<file path="src/rtl/hazard_scoreboard_unit.sv">
// Hazard unit beside the ID/EX pipeline registers: per-operand forwarding
// selects for EX, load-use / RAW / WAW / capacity stalls for ID, and a
// scoreboard of destinations owned by outstanding long-latency ops.
`timescale 1ns/1ps
module hazard_scoreboard_unit #(
    parameter  int NUM_SRC  = 2,
    parameter  int AW       = 5,
    parameter  int MAX_LONG = 4,
    parameter  int CNT_W    = 16,
    localparam int NUM_REGS = 2**AW,
    localparam int LCW      = $clog2(MAX_LONG+1)
) (
    input  logic                  clk_i,
    input  logic                  rst_i,
    input  logic [NUM_SRC*AW-1:0] id_rs_labels_i,
    input  logic [NUM_SRC-1:0]    id_rs_used_i,
    input  logic [AW-1:0]         id_rd_label_i,
    input  logic                  id_reg_write_i,
    input  logic                  id_is_long_i,
    input  logic [NUM_SRC*AW-1:0] ex_rs_labels_i,
    input  logic [AW-1:0]         ex_rd_label_i,
    input  logic                  ex_reg_write_i,
    input  logic                  ex_is_load_i,
    input  logic [AW-1:0]         ex_mem_rd_label_i,
    input  logic                  ex_mem_reg_write_i,
    input  logic [AW-1:0]         mem_wb_rd_label_i,
    input  logic                  mem_wb_reg_write_i,
    input  logic                  mem_wb_is_load_i,
    input  logic                  long_issue_i,
    input  logic [AW-1:0]         long_issue_rd_i,
    input  logic                  long_done_i,
    input  logic [AW-1:0]         long_done_rd_i,
    output logic [2*NUM_SRC-1:0]  forward_sel_o,
    output logic                  stall_o,
    output logic [NUM_REGS-1:0]   pending_o,
    output logic [LCW-1:0]        long_count_o,
    output logic [CNT_W-1:0]      stall_cycles_o
);

    localparam logic [LCW-1:0] LONG_MAX = LCW'(MAX_LONG);

    logic [NUM_REGS-1:0] pending_q, pending_d;
    logic [LCW-1:0]      long_count_q, long_count_d;
    logic [CNT_W-1:0]    stall_cycles_q, stall_cycles_d;

    logic                load_use, raw_hit, waw_hit, long_full;
    logic [AW-1:0]       fwd_lbl, raw_lbl;

    // Per EX operand: EX/MEM has priority over MEM/WB; r0 never forwards.
    always_comb begin
        forward_sel_o = '0;
        fwd_lbl       = '0;
        for (int k = 0; k < NUM_SRC; k++) begin
            fwd_lbl = ex_rs_labels_i[k*AW +: AW];
            if (!rst_i && fwd_lbl != '0) begin
                if (ex_mem_reg_write_i && ex_mem_rd_label_i == fwd_lbl)
                    forward_sel_o[2*k +: 2] = 2'b10;
                else if (mem_wb_reg_write_i && mem_wb_rd_label_i == fwd_lbl)
                    forward_sel_o[2*k +: 2] = mem_wb_is_load_i ? 2'b11 : 2'b01;
            end
        end
    end

    // Stall sources; a long op writing back this cycle is visible through
    // the regfile write-through, so its register no longer blocks ID.
    always_comb begin
        load_use = 1'b0;
        raw_hit  = 1'b0;
        raw_lbl  = '0;
        for (int k = 0; k < NUM_SRC; k++) begin
            raw_lbl = id_rs_labels_i[k*AW +: AW];
            if (id_rs_used_i[k] && ex_is_load_i && ex_reg_write_i &&
                ex_rd_label_i != '0 && raw_lbl == ex_rd_label_i)
                load_use = 1'b1;
            if (id_rs_used_i[k] && raw_lbl != '0 && pending_q[raw_lbl] &&
                !(long_done_i && long_done_rd_i == raw_lbl))
                raw_hit = 1'b1;
        end
        waw_hit   = id_reg_write_i && id_rd_label_i != '0 && pending_q[id_rd_label_i] &&
                    !(long_done_i && long_done_rd_i == id_rd_label_i);
        long_full = id_is_long_i && long_count_q == LONG_MAX && !long_done_i;
        stall_o   = !rst_i && (load_use || raw_hit || waw_hit || long_full);
    end

    // Next scoreboard state: done clears, issue sets afterwards so issue wins.
    always_comb begin
        pending_d = pending_q;
        if (long_done_i)
            pending_d[long_done_rd_i] = 1'b0;
        if (long_issue_i && long_issue_rd_i != '0)
            pending_d[long_issue_rd_i] = 1'b1;

        long_count_d = long_count_q;
        if (long_issue_i && !long_done_i && long_count_q != LONG_MAX)
            long_count_d = long_count_q + LCW'(1);
        else if (long_done_i && !long_issue_i && long_count_q != '0)
            long_count_d = long_count_q - LCW'(1);

        stall_cycles_d = stall_cycles_q;
        if (stall_o && stall_cycles_q != '1)
            stall_cycles_d = stall_cycles_q + CNT_W'(1);
    end

    // State registers with asynchronous clear.
    always_ff @(posedge clk_i or posedge rst_i) begin
        if (rst_i) begin
            pending_q      <= '0;
            long_count_q   <= '0;
            stall_cycles_q <= '0;
        end else begin
            pending_q      <= pending_d;
            long_count_q   <= long_count_d;
            stall_cycles_q <= stall_cycles_d;
        end
    end

    assign pending_o      = pending_q;
    assign long_count_o   = long_count_q;
    assign stall_cycles_o = stall_cycles_q;

endmodule
</file>
<file path="config.mk">
export PLATFORM = sky130hd
export DESIGN_NAME = hazard_scoreboard_unit
export DESIGN_NICKNAME = d
export VERILOG_FILES = /design/src/rtl/hazard_scoreboard_unit.sv
export SDC_FILE = /design/constraint.sdc
export NUM_CORES = 1
export LEC_CHECK = 0
export CAP_MARGIN = 15
export CELL_PAD_IN_SITES_DETAIL_PLACEMENT = 1
export CELL_PAD_IN_SITES_GLOBAL_PLACEMENT = 2
export CORE_ASPECT_RATIO = 1.5
export CORE_UTILIZATION = 29
export CTS_BUF_LIST = sky130_fd_sc_hd__clkbuf_4 sky130_fd_sc_hd__clkbuf_8 sky130_fd_sc_hd__clkbuf_16
export DETAILED_ROUTE_END_ITERATION = 8
export PLACE_DENSITY_LB_ADDON = 0.1
export SETUP_SLACK_MARGIN = 0.15
export SYNTH_ARGS = -nofsm -noshare
export SYNTH_HDL_FRONTEND = slang
export SYNTH_SLANG_ARGS = --single-unit
</file>
<file path="constraint.sdc">
create_clock -name clk_i -period 2.86 [get_ports clk_i]
set_input_delay 0.286 -clock clk_i [delete_from_list [all_inputs] [get_ports clk_i]]
set_output_delay 0.286 -clock clk_i [all_outputs]
set_load 0.005 [all_outputs]
</file>
### Word level (Yosys, flattened, before mapping)

Cells that the tools add are included.

| word-level totals | value |
|---|---|
| register bits | 51 |
| bits in latches | 0 |
| memory bits (writable) | 0 |
| memory bits (read-only) | 0 |
| input bits | 63 |
| output and inout bits | 56 |
| memories | 0 |

| cells by class | value |
|---|---|
| add/subtract/negate cells | 3 |
| multipliers | 0 |
| divide/modulo/power cells | 0 |
| magnitude comparators | 7 |
| equality and inequality tests | 12 |
| shifts and indexed selects | 0 |
| multiplexer cells | 25 |
| bitwise logic cells | 3 |
| reduce and logical (&&, ||, !) cells | 55 |

Operator list:

| cell | number |
|---|---|
| $mux W32 | 2 |
| $eq A5 B5 Y1 | 9 |
| $logic_and A1 B1 Y1 | 37 |
| $reduce_bool A5 Y1 | 7 |
| $and A32 B32 Y32 | 1 |
| $not A32 Y32 | 1 |
| $or A32 B32 Y32 | 1 |
| $lt A5 B6 Y1 const B | 5 |
| $add A16 B1 Y16 const B | 1 |
| $ne A16 B16 Y1 const B | 1 |
| $bmux W1 S5 | 3 |
| $mux W2 | 7 |
| $demux W1 S5 | 2 |
| $ge A5 B1 Y1 const B | 2 |
| $mux W1 | 9 |
| $logic_not A1 Y1 | 6 |
| $mux W3 | 2 |
| $add A3 B1 Y3 const B | 1 |
| $eq A3 B3 Y1 const B | 1 |
| $logic_or A1 B1 Y1 | 3 |
| $ne A3 B3 Y1 const B | 1 |
| $reduce_bool A3 Y1 | 1 |
| $sub A3 B1 Y3 const B | 1 |
| $reduce_bool A2 Y1 | 1 |

### Depth between registers and ports, before layout

Gate-level depths: netlist of the first run.

| depth | value |
|---|---|
| depth in word-level cells | 11 |
| mapped depth | 10 |
| gate-level depth less buffers | 8 |

### Worst setup path after synthesis of the first run

No wires, ideal clock.

| timing path | value |
|---|---|
| path type | in2reg |
| start | input port rst_i |
| end | register stall_cycles_q[3] (netlist: stall_cycles_o[3]) |
| library setup time | 125 ps |
| arrival | 2,323 ps |
| data required time | 2,735 ps |
| slack | 412 ps |
| cell stages on the path | 6 |
| path buffers | 1 |
| cell sequence | inv_1 o21ai_0 a21oi_2 buf_6 nand4_2 xnor2_1 |

| on the way | value |
|---|---|
| cells in the longest elaborated chain, start to end | 3 |

RTL lines:

| item | RTL line | RTL |
|---|---|---|
| start: declaration | 14 | `input logic rst_i,` |
| $logic_not A1 Y1 (no line) | - |  |
| $logic_and A1 B1 Y1 | 82 | `stall_o = !rst_i && (load_use \|\| raw_hit \|\| waw_hit \|\| long_full);` |
| $logic_and A1 B1 Y1 | 100 | `if (stall_o && stall_cycles_q != '1)` |
| end signal: assignment | 113 | `stall_cycles_q <= stall_cycles_d;` |
| end: declaration | 44 | `logic [CNT_W-1:0] stall_cycles_q, stall_cycles_d;` |

Every way passes these cells.
A chain may end at the register's enable or synchronous reset.

### Worst setup path after layout of the first run

| timing path | value |
|---|---|
| start | register pending_q[3] (netlist: pending_o[3]) |
| end | output port stall_o |

| on the way | value |
|---|---|
| cells in the longest elaborated chain, start to end | 10 |

RTL lines:

| item | RTL line | RTL |
|---|---|---|
| start: declaration | 42 | `logic [NUM_REGS-1:0] pending_q, pending_d;` |
| start signal: assignment | 111 | `pending_q <= pending_d;` |
| $bmux W1 S5 | 75 | `if (id_rs_used_i[k] && raw_lbl != '0 && pending_q[raw_lbl] &&` |
| $mux W1 (not written as such) | 75 |  |
| $logic_and A1 B1 Y1 (2 in a row) | 75 |  |
| $mux W1 (2 in a row) | 75 |  |
| $logic_or A1 B1 Y1 | 82 |  |
| $logic_or A1 B1 Y1 (*) (2 in a row) | 82 |  |
| $logic_and A1 B1 Y1 (*) | 82 |  |
| end: declaration | 34 | `output logic stall_o,` |

Every way passes the cells marked *; elsewhere a longest branch is shown, timed or not. The select of a mux whose other input is x is not followed.

==> results of run 1 <==
-- power by group through the flow --
stage	Clock (W)	Combinational (W)	Sequential, W
after floorplan	0	0.000563	0.00108
after global placement	0	0.00123	0.00115
after detailed placement	0	0.00125	0.00116
after CTS	0.000662	0.00131	0.00113
after global routing	0.000689	0.00143	0.00116
final	0.000645	0.00133	0.00113
-- path summary, 6_finish.rpt --
| kind | slack [ns] | from | end |
|---|---|---|---|
| min in group asynchronous | 0.65 | rst_i | stall_cycles_o[12] |
| setup / recovery | 0.25 | pending_o[3] | stall_o |
| hold / removal | 0.50 | stall_cycles_o[9] | stall_cycles_o[9] |
| setup reg to reg | 0.35 | pending_o[8] | stall_cycles_o[1] |
| hold reg to reg | 0.50 | stall_cycles_o[9] | stall_cycles_o[9] |
| max in group asynchronous | 1.68 | rst_i | pending_o[17] |
-- sequential cells by signal, indices dropped and copies added (netlist names) --
signal	flops
pending_o	32
long_count_o	3
stall_cycles_o	16
-- cell usage in the layout, fill, tap and decap left out, drive strengths merged, types with 8 or more instances in the layout --
cell | Yosys | final
nor4 | 8 | 8
o21ai | 68 | 68
xnor2 | 28 | 28
nor2 | 20 | 20
buf | 8 | 69
nand3 | 19 | 19
clkdlybuf4s50 | 0 | 105
dlygate4sd2 | 0 | 10
xor2 | 30 | 30
nand2 | 21 | 21
mux4 | 18 | 18
clkbuf | 11 | 8
nand3b | 15 | 15
dfrtp | 51 | 51
nand4 | 11 | 11
mux2i | 19 | 19
-- metal layers --
layer | share of wire | track usage | vias to the layer above | routed length [um]
li1 | - | - | 1829 | -
met5 | 0 | 0 | - | 0
met3 | 0.043 | 0.0291 | 31 | 650
met4 | 0.030 | 0.0913 | 0 | 450
met1 | 0.39 | 0.233 | 1959 | 5870
met2 | 0.54 | 0.408 | 118 | 8210
-- per-stage QoR --
step | std cells | cell area (sq um) | hold slack [ns]
after floorplan | 396 | 3870 | 0.472
after global placement | 706 | 5570 | 0.472
after detailed placement | 706 | 5570 | 0.495
after CTS | 727 | 5840 | 0.506
after global routing | 733 | 5950 | 0.542
final | 733 | 5950 | 0.500
-- layout make-up --
cell class                 instances  area (sq um)  share of cell area
tap                              159           199              0.0334
multi-input combinational        321          2500               0.420
inverter                           5          18.8             0.00315
clock inverter                     2          13.8             0.00231
clock buffer                       6           139              0.0233
timing repair buffer             189          1800               0.303
sequential                        51          1280               0.216
-- logic make-up (layout without fill, tap and decap cells) --
group	Yosys count	in the layout	synth area share
muxes	40	40	0.166
DFF	51	51	0.330
buffers and inverters	24	202	0.0362
xor gates and xnor gates	58	58	0.131
and+or+nand+nor	124	124	0.182
adders and majority gates	2	2	0.00840
AOI/OAI and AO/OA	97	97	0.146
-- worst max-delay path, delay by kind of cell, from the launching register on --
family                 cells  cell delay, ns
and+or+nand+nor            1            0.14
buffers and inverters      1            0.27
AOI/OAI and AO/OA          4            0.74
DFF                        1            0.41
muxes                      1            0.46
-- what timing repair did --
action,4_1_cts,5_1_grt
resized for setup,19,9
pin swaps,6,7
cloned,0,2
setup endpoints to repair,1,1
buffers inserted,13,4
==> flow_metrics.env, run 1 <==
export IMPL_outcome="complete, no violations"
export IMPL_grt_setup_unrepaired="no"
export IMPL_hold_class="reg2reg"
export IMPL_power_total_w=0.00311
export IMPL_drt_initial_drc_count=115
export IMPL_synth_seq_cells=51
export IMPL_track_usage=0.216
export IMPL_slew_violations=0
export IMPL_ios=119
export IMPL_syn_area_per_cell_sq_um=9.78
export IMPL_initial_core_util=0.297
export IMPL_cts_tree="yes"
export IMPL_antenna_found_initial=0
export IMPL_cp_max_fo=2
export IMPL_utilization=0.457
export IMPL_p_sw_frac=0.345
export IMPL_crit_chain="mux4_2 -> nor2b_4 -> a2111oi_4 -> a31oi_1 -> a31oi_2 -> a21oi_2 -> dlygate4sd2_1"
export IMPL_final_setup_tns_ns=0
export IMPL_clock_latency_ns=0.30
export IMPL_grt_overflow=0
export IMPL_port_buffers=118
export IMPL_htree_levels=2
export IMPL_timing_final_crit_period_ns=2.61
export IMPL_fp_coreArea_sq_mm=0.0130
export IMPL_fmax_mhz=383
export IMPL_hpwl_um=11800
export IMPL_ys_flop_type="dfrtp_1"
export IMPL_vias_per_cell=5.37
export IMPL_gp_congestion=0.834
export IMPL_drt_wl_total_um=15200
export IMPL_cap_violations=0
export IMPL_cp_data_required_time_ns=2.57
export IMPL_final_hold_violation_count=0
export IMPL_chipHeight_um=144
export IMPL_wl_per_cell_um=20.7
export IMPL_leakage_nw=2.39
export IMPL_synthCells=396
export IMPL_grt_max_degree=52
export IMPL_clock_path_buffers=2
export IMPL_setup_violations_final=0
export IMPL_p_comb_frac=0.427
export IMPL_dpl_worst_slack_ns=-0.336
export IMPL_fin_nets=638
export IMPL_cts_root_buf="clkbuf_16"
export IMPL_diodes=0
export IMPL_worst_pin_slew_ns=0.699
export IMPL_worstSetupPathType="reg2out"
export IMPL_ant_nets=0
export IMPL_ys_top_cells_by_area="dfrtp_1 33%, o21ai_0 8.8%, mux4_2 8.1%"
export IMPL_min_path_cells=1
export IMPL_p_switching_w=0.00107
export IMPL_p_int_w=0.00203
export IMPL_drc=0
export IMPL_fill_cells=1498
export IMPL_syn_nets=461
export IMPL_die_area_sq_mm=0.0138
export IMPL_reg2reg_depth=10
export IMPL_ir_worst_vdd_mv=0.223
export IMPL_synthTopCellsByCount="68 x o21ai_0, 51 x dfrtp_1, 30 x xor2_1"
export IMPL_synth_edff_count=0
export IMPL_grt_pass1_wl_um=22200
export IMPL_numCtsBuffers=5
export IMPL_grt_pass1_vias=4210
export IMPL_synth_warnings=0
export IMPL_final_setup_skew_ns=0.00803
export IMPL_crit_slowest_cell="mux4_2"
export IMPL_layout_setup_ws_ns=0.246
export IMPL_clock_sinks=51
export IMPL_yosysMostFrequentCell="o21ai_0"
export IMPL_syn_area_sq_mm=0.00387
export IMPL_clkPwrFrac=0.208
export IMPL_p_seq_frac=0.365
export IMPL_arrival_ns=2.33
export IMPL_synth_seq_area_share=0.330
export IMPL_start_kind="register"
export IMPL_num_vias=3937
export IMPL_drive_gt1_frac=0.213
export IMPL_yosysTopAreaCell="dfrtp_1"
export IMPL_post_route_period_util=0.914
export IMPL_ys_types=55
export IMPL_async_flop_share=1.00
export IMPL_end_kind="output port"
export IMPL_hold_buffers=0
export IMPL_relSlewSlack=0.534
export IMPL_path_clk_slew_ns=0.08
export IMPL_areaGrowthSynthToFinish_pct=53.8
export IMPL_rows=51
export IMPL_drt_first_pass_iters=4
export IMPL_max_stage_delay_ns=0.46
export IMPL_cellPowerDensity_mw_per_mm2=522
export IMPL_die_x_um=96.3
export IMPL_synth_top_area_frac=0.330
Note: power is estimated with default switching activity, not from simulation.
==> inputs of run 2 (changes only) <==
--- a/config.mk
+++ b/config.mk
@@ -7,9 +7,9 @@
 export LEC_CHECK = 0
 export CAP_MARGIN = 15
 export CELL_PAD_IN_SITES_DETAIL_PLACEMENT = 1
-export CELL_PAD_IN_SITES_GLOBAL_PLACEMENT = 2
+export CELL_PAD_IN_SITES_GLOBAL_PLACEMENT = 1
 export CORE_ASPECT_RATIO = 1.5
-export CORE_UTILIZATION = 29
+export CORE_UTILIZATION = 36
 export CTS_BUF_LIST = sky130_fd_sc_hd__clkbuf_4 sky130_fd_sc_hd__clkbuf_8 sky130_fd_sc_hd__clkbuf_16
 export DETAILED_ROUTE_END_ITERATION = 8
 export PLACE_DENSITY_LB_ADDON = 0.1
==> run 2 against run 1 <==
  * Clock skew shrank 0.0043 ns
  * Clock-buffer cell count shrank 1
  * Global-route usage grew 4.5 points
  * Power shrank 3.9%
  * Setup slack gained 0.033 ns
  * Maximum frequency grew 1.3%
  * Largest power group unchanged
==> flow_metrics.env, run 2 (synthesized netlist as in run 1, its figures left out) <==
export IMPL_outcome="complete, no violations"
export IMPL_worst_pin_slew_ns=0.678
export IMPL_cts_tree="yes"
export IMPL_setup_violations_final=0
export IMPL_ir_worst_vdd_mv=0.336
export IMPL_die_area_sq_mm=0.0112
export IMPL_htree_levels=2
export IMPL_grt_pass1_vias=4229
export IMPL_fin_nets=616
export IMPL_areaGrowthSynthToFinish_pct=46.7
export IMPL_clock_latency_ns=0.30
export IMPL_utilization=0.539
export IMPL_slew_violations=0
export IMPL_vias_per_cell=5.62
export IMPL_start_kind="primary input"
export IMPL_hpwl_um=11200
export IMPL_wl_per_cell_um=20.2
export IMPL_layout_common_cells="111 x clkdlybuf4s50_1, 67 x o21ai_0, 51 x dfrtp_1"
export IMPL_cp_max_fo=7
export IMPL_final_setup_skew_ns=0.00373
export IMPL_ios=119
export IMPL_drt_first_pass_iters=6
export IMPL_worstSetupPathType="in2out"
export IMPL_cp_data_required_time_ns=2.57
export IMPL_placed_area_sq_mm=0.00548
export IMPL_timing_final_crit_period_ns=2.58
export IMPL_r2r_start="pending_o[1]"
export IMPL_relSlewSlack=0.548
export IMPL_die_x_um=86.7
export IMPL_track_usage=0.261
export IMPL_fin_area_sq_mm=0.00568
export IMPL_gp_congestion=0.842
export IMPL_reg2reg_depth=10
export IMPL_post_route_period_util=0.902
export IMPL_grt_overflow=0
export IMPL_chipHeight_um=129
export IMPL_cp_startpoint="id_rs_labels_i[7]"
export IMPL_drc=0
export IMPL_drive_gt1_frac=0.170
export IMPL_path_clk_slew_ns=0.07
export IMPL_initial_core_util=0.368
export IMPL_r2r_setup_slack_ns=0.29
export IMPL_power_total_w=0.00298
export IMPL_fp_coreArea_sq_mm=0.0105
export IMPL_hold_class="reg2reg"
export IMPL_cts_root_buf="clkbuf_16"
export IMPL_arrival_ns=2.29
export IMPL_ant_nets=0
export IMPL_drt_wl_total_um=14000
export IMPL_final_setup_tns_ns=0
export IMPL_grt_setup_unrepaired="no"
export IMPL_final_hold_violation_count=0
export IMPL_diodes=0
export IMPL_multiInputGateArea_sq_mm=0.00248
export IMPL_port_buffers=118
export IMPL_num_vias=3913
export IMPL_antenna_found_initial=0
export IMPL_grt_pass1_wl_um=22100
export IMPL_grt_max_degree=52
export IMPL_fmax_mhz=387
export IMPL_clock_sinks=51
export IMPL_seq_area_sq_mm=0.00128
export IMPL_rows=46
export IMPL_leakage_nw=2.23
export IMPL_r2r_end="stall_cycles_o[14]"
export IMPL_hold_buffers=0
export IMPL_clock_path_buffers=2
export IMPL_end_kind="output port"
export IMPL_fill_cells=1228
export IMPL_cellPowerDensity_mw_per_mm2=525
export IMPL_timing_hold_ws_ns=0.491
export IMPL_numCtsBuffers=5
export IMPL_worstSetupEndpoint="stall_o"
export IMPL_layout_commonest_cell="clkdlybuf4s50_1"
export IMPL_largest_reg_flops=32
export IMPL_cap_violations=0
export IMPL_drt_initial_drc_count=177
[run 2: changes by cell type in the layout (fill, tap and decap cells not counted), sizes merged]
cell / previous run / this run
buf: 69 / 49
clkdlybuf4s50: 105 / 111
dlygate4sd2: 10 / 6
clkbuf: 8 / 5
dlymetal6s2s: 3 / 0
clkdlybuf4s15: 0 / 1
clkinv: 1 / 2
[run 2: area by class of cell]
| cell class | instances | share of cell area |
|---|---|---|
| inverters | 5 | 0.00330 |
| well taps | 144 | 0.0317 |
| clock buffers | 5 | 0.0220 |
| clock inverters | 3 | 0.00330 |
| flip-flops and latches | 51 | 0.225 |
| repair buffers | 167 | 0.278 |
| multi-input cells | 321 | 0.437 |
[run 2: worst min-delay path by stage]
stage          cells after the start  slack [ns]                 end                from
6_report                           1        0.49  stall_cycles_o[11]  stall_cycles_o[11]
5_1_grt                            1        0.51  stall_cycles_o[11]  stall_cycles_o[11]
4_1_cts                            1        0.50  stall_cycles_o[11]  stall_cycles_o[11]
3_5_place_dp                       1        0.48  stall_cycles_o[11]  stall_cycles_o[11]
3_3_place_gp                       1        0.48  stall_cycles_o[11]  stall_cycles_o[11]
2_1_floorplan                      2        0.47        pending_o[8]  long_issue_rd_i[3]
[run 2: worst max-delay path: stages]
cell	delay (ns)
clkdlybuf4s50_1	0.47
buf_6	0.15
mux4_2	0.50
mux2i_1	0.18
nand3_1	0.12
a32oi_2	0.26
a21oi_2	0.10
clkdlybuf4s15_1	0.21
[run 2: through the flow]
stage | cells | setup slack [ns]
floorplan | 396 | 0.412
detailed placement | 685 | -0.221
global placement | 685 | -0.155
finish | 696 | 0.279
global route | 696 | 0.170
CTS | 695 | 0.218
[run 2: report_power, final]
part / switching [W] / total [W] / internal, W
Combinational: 0.000475 / 0.00121 / 0.000734
Clock: 0.000283 / 0.000608 / 0.000325
Sequential: 0.000281 / 0.00117 / 0.000885
[run 2: repair_timing]
action,CTS,global route
resized for setup,16,1
buffers inserted,2,1
setup endpoints to repair,2,1
pin swaps,4,3
[run 2: layer usage]
metal / track usage / up-vias / part of all wire
li1: - / 1791 / -
met1: 0.284 / 1927 / 0.38
met2: 0.484 / 148 / 0.54
met3: 0.0366 / 47 / 0.040
met4: 0.137 / 0 / 0.041
met5: 0 / - / 0
